`src/rtl/ext_trig_core.sv`:
```
// Trigger acceptance: masked OR/AND combine, busy/dead/run gating, prompt and delayed pulses; TRIG_TIMESTAMP_EN adds accept timestamps.
// Latency: trig_prompt follows the 3rd clock edge sampling trig_in high; trig_delayed lags trig_prompt by trig_delay cycles.
// Backpressure: none; busy_in and the dead window veto edges, which are counted in veto_count.
module ext_trig_core #(
  parameter int N_TRIG      = 8,
  parameter int CNT_W       = 32,
  parameter int DEAD_W      = 16,
  parameter int DELAY_DEPTH = 32,
  parameter int DLY_W       = $clog2(DELAY_DEPTH)
) (
  input  logic              clock,
  input  logic              resetn,
  input  logic [N_TRIG-1:0] trig_in,
  input  logic [N_TRIG-1:0] trig_mask,
  input  logic              trig_mode,
  input  logic              busy_in,
  input  logic              start_run,
  input  logic              stop_run,
  input  logic [DEAD_W-1:0] dead_time,
  input  logic [CNT_W-1:0]  max_trigs,
  input  logic [DLY_W-1:0]  trig_delay,
  output logic              running,
  output logic              trig_prompt,
  output logic              trig_delayed,
  output logic [CNT_W-1:0]  trig_count,
  output logic [CNT_W-1:0]  veto_count,
  output logic              led_trig,
  output logic [47:0]       trig_timestamp
);

  localparam logic STATE_IDLE = 1'b0;
  localparam logic STATE_RUN  = 1'b1;

  logic                   runState;
  logic [N_TRIG-1:0]      trigS1, trigS2;
  logic                   busyS1, busyS2;
  logic                   comb, combQ, trigEdge;
  logic                   accept, veto, startEv, lastTrig;
  logic [DEAD_W-1:0]      deadCnt;
  logic [CNT_W-1:0]       trigCountNext;
  logic [DELAY_DEPTH-1:0] dlyLine;
  logic [DLY_W-1:0]       dlyTap;

  assign running = (runState == STATE_RUN);

  always_comb begin
    comb = trig_mode ? ((|trig_mask) && (&(trigS2 | ~trig_mask)))
                     : (|(trigS2 & trig_mask));
    trigEdge      = comb && !combQ;
    accept        = trigEdge && running && !stop_run && !busyS2 && (deadCnt == '0);
    veto          = trigEdge && running && !stop_run && (busyS2 || (deadCnt != '0));
    startEv       = !running && start_run && !stop_run;
    trigCountNext = (&trig_count) ? trig_count : trig_count + CNT_W'(1);
    // The accept that reaches max_trigs also ends the run on the same edge.
    lastTrig      = accept && (max_trigs != '0) && (trigCountNext == max_trigs);
    dlyTap        = trig_delay - DLY_W'(1);
  end

  always_ff @(posedge clock) begin
    if (!resetn) begin
      runState     <= STATE_IDLE;
      trigS1       <= '0;
      trigS2       <= '0;
      busyS1       <= 1'b0;
      busyS2       <= 1'b0;
      combQ        <= 1'b0;
      deadCnt      <= '0;
      trig_count   <= '0;
      veto_count   <= '0;
      trig_prompt  <= 1'b0;
      trig_delayed <= 1'b0;
      led_trig     <= 1'b0;
      dlyLine      <= '0;
    end else begin
      trigS1      <= trig_in;
      trigS2      <= trigS1;
      busyS1      <= busy_in;
      busyS2      <= busyS1;
      combQ       <= comb;
      trig_prompt <= accept;
      if (accept)
        led_trig <= ~led_trig;

      // dlyLine[j] holds trig_prompt as it was j cycles ago.
      dlyLine      <= {dlyLine[DELAY_DEPTH-2:0], accept};
      trig_delayed <= (trig_delay == '0) ? accept : dlyLine[dlyTap];

      case (runState)
        STATE_IDLE: if (startEv) runState <= STATE_RUN;
        STATE_RUN:  if (stop_run || lastTrig) runState <= STATE_IDLE;
        default:    runState <= STATE_IDLE;
      endcase

      if (startEv) begin
        trig_count <= '0;
        veto_count <= '0;
      end else begin
        if (accept)
          trig_count <= trigCountNext;
        if (veto && !(&veto_count))
          veto_count <= veto_count + CNT_W'(1);
      end

      if (startEv)
        deadCnt <= '0;
      else if (accept)
        deadCnt <= dead_time;
      else if (deadCnt != '0)
        deadCnt <= deadCnt - DEAD_W'(1);
    end
  end

`ifdef TRIG_TIMESTAMP_EN
  logic [47:0] tsCnt;

  always_ff @(posedge clock) begin
    if (!resetn) begin
      tsCnt          <= '0;
      trig_timestamp <= '0;
    end else begin
      tsCnt <= startEv ? 48'd0 : tsCnt + 48'd1;
      if (accept)
        trig_timestamp <= tsCnt;
    end
  end
`else
  assign trig_timestamp = '0;
`endif

endmodule

```
`config.mk`:
```
export PLATFORM = sky130hd
export DESIGN_NAME = ext_trig_core
export DESIGN_NICKNAME = d
export VERILOG_FILES = /design/src/rtl/ext_trig_core.sv
export SDC_FILE = /design/constraint.sdc
export NUM_CORES = 1
export LEC_CHECK = 0
export ABC_AREA = 0
export CORE_MARGIN = 1.5
export CORE_UTILIZATION = 55
export CTS_BUF_LIST = sky130_fd_sc_hd__clkbuf_2 sky130_fd_sc_hd__clkbuf_4 sky130_fd_sc_hd__clkbuf_8
export DETAILED_ROUTE_END_ITERATION = 8
export GPL_TIMING_DRIVEN = 1
export PLACE_DENSITY = 0.91
export SLEW_MARGIN = 15
export SYNTH_ARGS = -nofsm -noshare
export SYNTH_HDL_FRONTEND = slang
export SYNTH_SLANG_ARGS = --single-unit
```
`constraint.sdc`:
```
create_clock -name clock -period 7.54 [get_ports clock]
set_clock_uncertainty 0.05 [all_clocks]
set_input_delay 1.508 -clock clock [delete_from_list [all_inputs] [get_ports clock]]
set_output_delay 1.508 -clock clock [all_outputs]
set_load 0.005 [all_outputs]
```
* Word level (Yosys, flattened, before mapping) *
Index checks and enable logic that the tools add are counted.

word-level totals
  word-level logic and storage cells = 65
  bits in registers = 135
  output and inout bits = 116

cells by class
  magnitude comparators = 1
  $add $sub $neg = 4
  eq/ne operators = 1
  reductions and logical operators = 30
  bitwise logic cells = 6
  muxes and demuxes = 10

operator list
  kind                     number
  $add A32 B1 Y32 const B  2
  $reduce_and A32 Y1       2
  $eq A32 B32 Y1           1
  $mux W16                 2
  $mux W32                 1
  $reduce_bool A32 Y1      1
  $logic_not A16 Y1        1
  $reduce_bool A16 Y1      1
  $reduce_or A8 Y1         2
  $sub A16 B1 Y16 const B  1
  $logic_and A1 B1 Y1      12
  $and A8 B8 Y8            1
  $not A8 Y8               1
  $or A8 B8 Y8             1
  $reduce_and A8 Y1        1
  $lt A5 B6 Y1 const B     1
  $bmux W1 S5              1
  $logic_not A1 Y1         5
  $logic_not A5 Y1         1
  $mux W1                  5
  $sub A5 B1 Y5 const B    1
  $not A1 Y1               3
  $logic_or A1 B1 Y1       2
  $pmux W1 S2              1
  other kinds (2)          2

* Longest topological paths before layout *
  depth in word-level cells = 15
  depth in mapped cells = 11

* Worst setup path after synthesis *
No wires, ideal clock.

  path kind = input -> register
  start = input trig_delay[0]
  end = register trig_delayed
  required time = 7.374 ns
  path slack = 3.630 ns
  library setup time = 0.116 ns
  cell stages on the path = 9
  arrival = 3.744 ns
  cells stage by stage = clkbuf_1 > inv_1 > ha_1 > buf_1 > mux4_2 > mux4_2 > nand2_1 > o21ai_0 > o211a_1

on the way
  cells in the longest elaborated chain, start to end = 4
  elaborated cells between the ends (all ways) = 5
  those cells by class = add/sub (1); mux (3); reduce/logical (1)

ends and longest elaborated chain
  item                           RTL line  RTL
  start, declared                21        input logic [DLY_W-1:0] trig_delay,
  $sub A5 B1 Y5                  56        dlyTap = trig_delay - DLY_W'(1);
  $bmux W1 S5                    86        trig_delayed <= (trig_delay == '0) ? accept : dlyLine[dlyTap];
  $mux W1 (implied by the code)  86
  $mux W1 *                      86
  end signal, assigned           86
  end, declared                  24        output logic trig_delayed,

Mark *: on every way between the ends. The rest lies on a longest branch, timed or not. The select of a mux whose other input is x is not followed.
A chain may end at the register's enable or synchronous reset.

* Final worst setup path *
  start = input trig_mask[7]
  end = register runState (netlist: running)

on the way
  cells in the longest elaborated chain, start to end = 15
  elaborated cells between the ends (all ways) = 18
  those cells by class = mux (3); bitwise (3); reduce/logical (12)

ends and longest elaborated chain
  item                                RTL line  RTL
  start, declared                     14        input logic [N_TRIG-1:0] trig_mask,
  $not A8 Y8                          47        comb = trig_mode ? ((|trig_mask) && (&(trigS2 | ~trig_mask)))
  $or A8 B8 Y8                        47
  $reduce_and A8 Y1                   47
  $logic_and A1 B1 Y1                 47
  $mux W1 *                           47
  $logic_and A1 B1 Y1 *               49        trigEdge = comb && !combQ;
  $logic_and A1 B1 Y1 * (4 in a row)  50        accept = trigEdge && running && !stop_run && !busyS2 && (deadCnt == '0);
  $logic_and A1 B1 Y1 * (2 in a row)  55        lastTrig = accept && (max_trigs != '0) && (trigCountNext == max_trigs);
  $logic_or A1 B1 Y1 *                90        STATE_RUN: if (stop_run || lastTrig) runState <= STATE_IDLE;
  $mux W1 *                           90
  $pmux W1 S2 *                       88        case (runState)
  end signal, assigned                89        STATE_IDLE: if (startEv) runState <= STATE_RUN;
  end signal, assigned                90
  end signal, assigned                91        default: runState <= STATE_IDLE;
  end, declared                       34        logic runState;

Mark *: on every way between the ends. The rest lies on a longest branch, timed or not.

==> impl_results.md <==
- Final Wtd Congestion: 0.953
- Cell Pwr Density: 195 nW/um^2
- Largest net degree at the start of global routing: 75
- P&R area growth vs syn: 23.6%
- Latest clock arrival within the worst-skew pair: 0.45 ns
- Critical path origin: trig_mask[7]
- Top_reg_cell synth: dfxtp_1
- Cells after Synth: 847
- Critical path class: in2reg
- Post-synth top cells: dfxtp_1, nor2_1, xnor2_1, and2_1, nand2_1
- Global-route wire length before repair: 29300 um
- Peak supply drop: between 0.00015 and 0.0002 V
- Layout Nets: 1051
- Post-synthesis cell type count: 70
- CTS Root Cell: clkbuf_8
- Ys async rst share: 0%
- Share of cells above drive strength 1: 6.80%
- Static leakage: 3.28 nW
- Worst setup SP type: input pin
- GRT Max-Usage Layer: met2
- Min Tclk post-route: roughly 4.2 ns
- Final-report hold violation count: 0
- Area contributors post-synth: dfxtp_1, xnor2_1, xor2_1, nor2_1, buf_4
- Total congestion overflow: 0
- CTS tree: yes
- Max-slew headroom: 48.6%
- Share of the clock period used by the worst path after layout: 55.7%
- Placed Cells incl. Taps: about 1100
- EDFF count, synth: 0
- Number of diodes: 0
- Max-Cap Viols: 0
- Setup Fix Bufs, Post-CTS: 0
- Avg Cell Area, Syn: 8.60 um^2
- CP required: around 8 ns
- Via count: 6433
- Syn Std Cell Area: 7290 um^2
- CP max FO: 3
- RSZ-0062 raised after global routing: no
- Max Clock Freq: 238 MHz
- Clock slew at reported path FFs: 0.07 ns
- Critical Path Sink Type: flip-flop
- Count leader, synth: dfxtp_1
- Row cnt: roughly 40
- Number of global-route vias before repair: ~6000
- Drt pass-1 iters: 5
- Final WL: 18100 um
- Post-synth top area cell: dfxtp_1
- Reg2reg start: trig_count[0]
- CTS Buf Count: 17
- GRT Overall Usage: 26.0%
- Crit path DAT: 4.47 ns
- Die height: 118 um
- Max Buffers Root-to-Sink: 2
- Hold Crit Start: trigS1[1]
- Setup_tns: 0 ns
- Die Span X: 118 um
- Detailed placement HPWL: 13300 um
- CTS Hold Bufs: 0
- Die footprint: roughly 14000 um^2
- Resize count post-CTS: 0
- Core ar.: 12800 um^2
- Io pins: 191
- Number of remaining DRC errors: 0
- Clk sink count: ~130
- Buffers on Ports: 142
- Initial antenna violation count: 0
- Final slew viol count: 0
- Post-route ant nets: 0
- Grt met1 use: between 30% and 40%
- Post-synthesis sequential area ratio: 36.8%
- Status: completed
- DR iter-0 viols: 452
- Min-delay worst type: reg2reg
- Max H-tree Level: 4
- Slew at the pin with the worst max-slew slack: 0.771 ns
- Initial Util: between 50% and 60%
- Setup violators final: 0
- Yosys warnings: 0
- Met3 usage: 8.24%
- Synth top area share: 36.8%
- Finished Layout Cells: between 1000 and 1500
- Drt wl/cell: 15.7 um
- Met2 Resource Use GR: 43.2%
- Pwr Total: 1.76 mW
- FF+latch count, synth: around 130
- Drt via density: 5.56
placed cells by master (no fill, tap or decap), types with 4 or more instances in the layout:
cell type and instances:
xor2_1 49, clkbuf_8 23, or4_1 9, nor2_1 105
mux4_2 10, or2_2 4, clkdlybuf4s50_1 142, o21ai_0 17
dfxtp_1 134, nor3_1 22, o2111ai_1 4, a211oi_1 5
and4_1 12, ha_1 4, and3_1 13, nand3_1 34
or3_1 17, nand2b_1 4, xnor2_1 62, nor4_1 15
nand2_1 54, a21oi_1 27, nand4_1 19, and2_1 57
inv_1 18, conb_1 48, nor4b_1 4
sequential cells by signal, indices dropped and copies added (netlist names):
signal,cells
deadCnt,16
dlyLine,32
busyS2,1
trig_delayed,1
trigS1,8
running,1
trigS2,8
led_trig,1
trig_count,32
busyS1,1
veto_count,32
combQ,1
critical path: stages:
cell	delay, ns
clkdlybuf4s50_1	0.44
nand2b_1	0.09
o2111ai_1	0.15
o41a_1	0.51
nor4_1	0.65
nor4b_1	0.32
nand4_1	0.13
nor4_1	0.58
nor4b_1	0.10
stage by stage:
step | area [um^2] | setup slack (ns) | hold slack [ns] | util (%)
3_5_place_dp | 8600 | 2.89 | 0.369 | 67.3
3_3_place_gp | 8600 | 2.95 | 0.364 | 67.3
4_1_cts | 9000 | 3.37 | 0.390 | 70.5
2_1_floorplan | 7460 | 3.63 | 0.362 | -
6_report | 9000 | 3.34 | 0.388 | 70.5
5_1_grt | 9000 | 3.31 | 0.400 | 70.5
power breakdown:
part           total [mW]  internal (mW)  switching (mW)
Sequential          0.784          0.746          0.0383
Combinational       0.383          0.170           0.213
Clock               0.591          0.319           0.272
path summary, 6_finish.rpt:
path,to,cells past startpoint,slack [ns]
worst max-delay path,running,9,3.34
worst min-delay path,trigS2[1],1,0.39
worst max register to register,running,9,3.75
worst min register to register,trigS2[1],1,0.39
final cells by class:
class	instances	area [um^2]
Clock inverter	7	67.6
Tap cell	172	215
Timing Repair Buffer	145	1440
Clock buffer	25	332
Inverter	18	67.6
Sequential cell	134	2680
Fill cell	994	3770
Multi-Input combinational cell	656	4200
logic make-up after synthesis:
kind of cell    share of synthesized area, %
simple gates                            29.0
flops                                   36.8
xor+xnor                                13.3
buf+inv                                 8.21
compound gates                          8.40
mux                                     3.52
fa+ha+maj                              0.687
other cells                           0.0515
metal layers:
metal | share of wire, % | vias up | wire (um)
li1 | - | 3099 | -
met1 | 41 | 3000 | 7430
met2 | 48 | 297 | 8650
met3 | 8.8 | 37 | 1590
met4 | 2.5 | 0 | 454
met5 | 0 | - | 0
(Power assumes the default switching activity.)
